File: config.mk
export PLATFORM = sky130hd
export DESIGN_NAME = data_sync_hs
export DESIGN_NICKNAME = d
export VERILOG_FILES = /design/src/rtl/data_sync_hs.sv
export SDC_FILE = /design/constraint.sdc
export NUM_CORES = 1
export LEC_CHECK = 0
export ABC_AREA = 1
export CORE_MARGIN = 8
export CORE_UTILIZATION = 42
export DETAILED_ROUTE_END_ITERATION = 8
export GPL_ROUTABILITY_DRIVEN = 0
export PLACE_DENSITY = 0.82
export SLEW_MARGIN = 10
export SYNTH_ARGS = -nofsm -noshare
export SYNTH_HDL_FRONTEND = slang
export SYNTH_HIERARCHICAL = 1
export SYNTH_SLANG_ARGS = --single-unit
File: constraint.sdc
create_clock -name clk -period 2.5 [get_ports clk]
set_clock_uncertainty 0.15 [all_clocks]
set_input_delay 0.75 -clock clk [delete_from_list [all_inputs] [get_ports clk]]
set_output_delay 0.75 -clock clk [all_outputs]
set_load 0.01 [all_outputs]
File: src/rtl/data_sync_hs.sv
// Multi-channel request/acknowledge data synchroniser. Each channel brings an
// asynchronous request through a flop chain and captures its bus on the detected event.
module data_sync_hs_ch #(
  parameter int NUM_STAGE   = 2,
  parameter int BUS_WIDTH   = 8,
  parameter int TOGGLE_MODE = 0
) (
  input  logic                 clk,
  input  logic                 rst_n,
  input  logic [BUS_WIDTH-1:0] din,
  input  logic                 req,
  input  logic                 ready,
  input  logic                 ovr_clr,
  output logic [BUS_WIDTH-1:0] dout,
  output logic                 pulse,
  output logic                 valid,
  output logic                 ack,
  output logic                 ovr
);
  logic [NUM_STAGE-1:0] chain;
  logic                 sreq;
  logic                 evt;

  assign sreq = chain[NUM_STAGE-1];
  // ack is the delay flop, so the edge detector compares against what the source sees
  assign evt  = (TOGGLE_MODE != 0) ? (sreq ^ ack) : (sreq & ~ack);

  always_ff @(posedge clk or negedge rst_n) begin
    if (!rst_n) begin
      chain <= '0;
      ack   <= 1'b0;
      pulse <= 1'b0;
      dout  <= '0;
      valid <= 1'b0;
      ovr   <= 1'b0;
    end else begin
      chain <= {chain[NUM_STAGE-2:0], req};
      ack   <= sreq;
      pulse <= evt;
      if (evt) dout <= din;
      valid <= evt | (valid & ~ready);
      // a fresh overwrite beats a simultaneous clear
      ovr   <= (ovr & ~ovr_clr) | (evt & valid & ~ready);
    end
  end
endmodule

module data_sync_hs #(
  parameter int NUM_STAGE   = 2,
  parameter int BUS_WIDTH   = 8,
  parameter int NUM_CH      = 2,
  parameter int TOGGLE_MODE = 0
) (
  input  logic                        clk,
  input  logic                        rst_n,
  input  logic [NUM_CH*BUS_WIDTH-1:0] unsync_bus,
  input  logic [NUM_CH-1:0]           bus_enable,
  input  logic [NUM_CH-1:0]           sync_ready,
  input  logic                        ovr_clr,
  output logic [NUM_CH*BUS_WIDTH-1:0] sync_bus,
  output logic [NUM_CH-1:0]           enable_pulse,
  output logic [NUM_CH-1:0]           sync_valid,
  output logic [NUM_CH-1:0]           sync_ack,
  output logic [NUM_CH-1:0]           overrun
);
  for (genvar c = 0; c < NUM_CH; c++) begin : g_ch
    data_sync_hs_ch #(
      .NUM_STAGE  (NUM_STAGE),
      .BUS_WIDTH  (BUS_WIDTH),
      .TOGGLE_MODE(TOGGLE_MODE)
    ) u_ch (
      .clk    (clk),
      .rst_n  (rst_n),
      .din    (unsync_bus[c*BUS_WIDTH +: BUS_WIDTH]),
      .req    (bus_enable[c]),
      .ready  (sync_ready[c]),
      .ovr_clr(ovr_clr),
      .dout   (sync_bus[c*BUS_WIDTH +: BUS_WIDTH]),
      .pulse  (enable_pulse[c]),
      .valid  (sync_valid[c]),
      .ack    (sync_ack[c]),
      .ovr    (overrun[c])
    );
  end
endmodule
* Word-level counts from Yosys, hierarchy flattened *
Index checks and enable logic that the tools add are counted.

storage, ports and cells
  output and inout bits = 24
  register bits = 28
  logic and storage cells = 31

operators by class
  bitwise gates (word level) = 19

operator list
  operator     count
  $and 1x1->1  10
  $not 1->1    5
  $or 1x1->1   4

* Depth between registers and ports, before layout *
  depth in word-level cells = 5
  depth in mapped cells = 4
  depth with buffers taken out = 4

* Hierarchy *
The synthesis kept the hierarchy.

modules (own cells, without submodules)
  module           cells each  seq. area each (µm²)  area each (µm²)  times used
  data_sync_hs_ch  49          350.3                 493.0            2

* Worst setup path before layout *
No wires, ideal clock.

  path kind = register to output
  from = reg g_ch[0].u_ch.ack
  to = out sync_ack[0]
  buffers on the path = 0
  required time = 1.600 ns
  stages on the path, launching flop included = 1
  data arrival time = 0.431 ns
  slack = 1.169 ns
  cell sequence = dfrtp_1

RTL lines
  what                      RTL line  RTL
  start: declaration        17        output logic ack,
  start signal: assignment  38        ack <= sreq;
  end: declaration          63        output logic [NUM_CH-1:0] sync_ack,

No word-level cell between the ends.

* Final worst setup path *
  from = reg g_ch[0].u_ch.ack
  to = out sync_ack[0]

No word-level cell between the ends.

==> results.md <==
- Status: finished clean
- Power Density: 618 mW/mm^2
- Most frequent cells in the layout: nand2_1, clkdlybuf4s50_1, dfrtp_1
- WL final: 2400 um
- Crit path cell chain: clkdlybuf4s50_1
- Crit path max fanout: 3
- Worst Setup Start Kind: flip-flop
- Cells after Synth: 98
- Root Driver: clkbuf_4
- Critical path type: reg -> out
- Core Footprint: 0.00221 mm^2
- First-pass GRT wire length: 3930 um
- CP Buf/Inv Count: 1
- Largest net degree at the start of global routing: 29
- WHS Path Cells: 0
- Hold EP: g_ch[1].u_ch/chain[1]$_DFF_PN0_
- Setup slack at placement: 0.626 ns
- Number of global-route vias before repair: 913
- Post-DR vias/cell: 4.60
- Min Tclk post-route: 2.24 ns
- IO Port Bufs: 46
- Crit path required time: 1.60 ns
- Wirelength per Cell: 13.5 um
- Delay-heaviest family, CP: buffers and inverters
- HP Class: reg -> reg
- Initial Util: 44.6%
- Share of cells above drive strength 1: 8.72%
- DR pass1 iterations: 4
- Hold path start: g_ch[1].u_ch/chain[0]$_DFF_PN0_
- Max IR drop VDD: 0.450 mV
- Sequential-to-total area share from yosys stat: 71.1%
- Post-CTS setup buffer count: 0
- H-tree levels: 1
- CTS tree: built
- DR vias: 815
- Worst R2R Start: g_ch[0].u_ch/ack$_DFF_PN0_
- Antenna viol nets, final: 0
- Worst Max-Slew Pin Slew: 0.339 ns
- Fin. Hold Viols: 0
- Post-route insts no fill: 177
- Die width: 64.5 um
- Placed insts: 173
- Die H: 64.5 um
- Critical Path AT: 1.34 ns
- Setup TNS: 0 ns
- Starting DRT DRC Count: 21
- FMAX: 0.446 GHz
- Leak: 0.752 nW
- R2r worst-path depth: 3
- #FFs+latches synth: 28
- Slew headroom: 77.4%
- Final Cycle Share: 89.6%
- RSZ-0062 raised after global routing: no
- Post-DP HPWL: 1830 um
- Syn_nets: 121
- Area Growth Syn to Fin: 54.7%
- Synth Cell Area: 986 um^2
- Cts hold-fix bufs: 0
- Setup-failing EPs final: 0
- Longest Clk Path Bufs: 2
- Final Slew Violations: 0
- Worst stage delay on the critical path: 0.57 ns
- Synth unique cells: 8
- Total Routing Usage GR: 12.1%
- FP Rows: 17
- TritonCTS Buffers: 3
- CP max-delay cell: clkdlybuf4s50_1
- Worst-path clk slew: 0.14 ns
- Drc violations: 0
- Synth warn: 6
- IO Pins: 47
- Element type at the critical path end: primary output
- # diodes: 0
- Initial antenna violation count: 0
- R2R Setup Slk: 1.44 ns
- Die ar.: 0.00415 mm^2
- CTS resizes: 0
- GRT overflow: 0
- Commonest non-fill, non-tap cell in the layout: nand2_1
- RR Endpoint: g_ch[0].u_ch/ovr$_DFF_PN0_
- CTS sink count: 28
- Final Cell Area: 0.00153 mm^2
- Post-DP Area: 0.00149 mm^2
- Post-synthesis area per instance: 10.1 um^2
- Worst hold slack: 0.219 ns
- Skew-Pair Late Insertion Delay: 0.33 ns
- Max cap viols: 0
- Nets@finish: 173
- Post-route setup slack: 0.259 ns
metal layers:
layer  up-vias  track usage [%]  share of wire [%]
met3        13             4.98                6.5
met1       381             10.7                 35
met5         -                0                  0
met2        26             21.6                 54
met4         0             8.45                4.8
li1        395                -                  -
stage by stage:
stage                     total power [mW]  util [%]
final                                0.942      68.9
after global routing                 0.987      68.9
after CTS                            0.954      68.9
after detailed placement             0.737      67.3
after global placement               0.730      67.3
after floorplan                      0.592         -
sequential cells by signal, indices dropped and copies added (netlist names):
name	count
g_ch.u_ch/ack	2
g_ch.u_ch/chain	4
g_ch.u_ch/dout	16
g_ch.u_ch/ovr	2
g_ch.u_ch/pulse	2
g_ch.u_ch/valid	2
area by class of cell:
class	instances	area (um^2)
sequential	28	701
fill	185	687
timing repair buffer	47	468
multi-input combinational	62	255
clock buffer	4	36.3
tap	28	35.0
inverter	8	30.0
cells in the mapped netlist, drive strengths merged:
master,number,area share (%)
dfrtp,28,71
inv,8,3.0
nand2,56,22
nor2,4,3.0
o21ai,2,1.0
worst max path at each step:
stage,depth (start not counted),slack [ns],from,end
detailed placement,1,0.63,g_ch[0].u_ch/ack$_DFF_PN0_,sync_ack[0]
global placement,1,0.64,g_ch[0].u_ch/ack$_DFF_PN0_,sync_ack[0]
finish,1,0.26,g_ch[0].u_ch/ack$_DFF_PN0_,sync_ack[0]
CTS,1,0.24,g_ch[0].u_ch/ack$_DFF_PN0_,sync_ack[0]
floorplan,0,1.17,g_ch[0].u_ch/ack$_DFF_PN0_,sync_ack[0]
global route,1,0.20,g_ch[0].u_ch/ack$_DFF_PN0_,sync_ack[0]
power by group:
part,internal [mW],switching (mW)
clock network,0.0892,0.127
logic,0.118,0.0858
registers,0.497,0.0252
total,0.704,0.238
kinds of logic (layout without fill, tap and decap cells):
family / count (synthesis) / in the layout / share of synthesized area, %
AO/OA/AOI/OAI: 2 / 2 / 1.02
buffers and inverters: 8 / 59 / 3.04
flip-flops: 28 / 28 / 71.1
AND/OR/NAND/NOR: 60 / 60 / 24.9
Power figures use the tool's default switching activity.
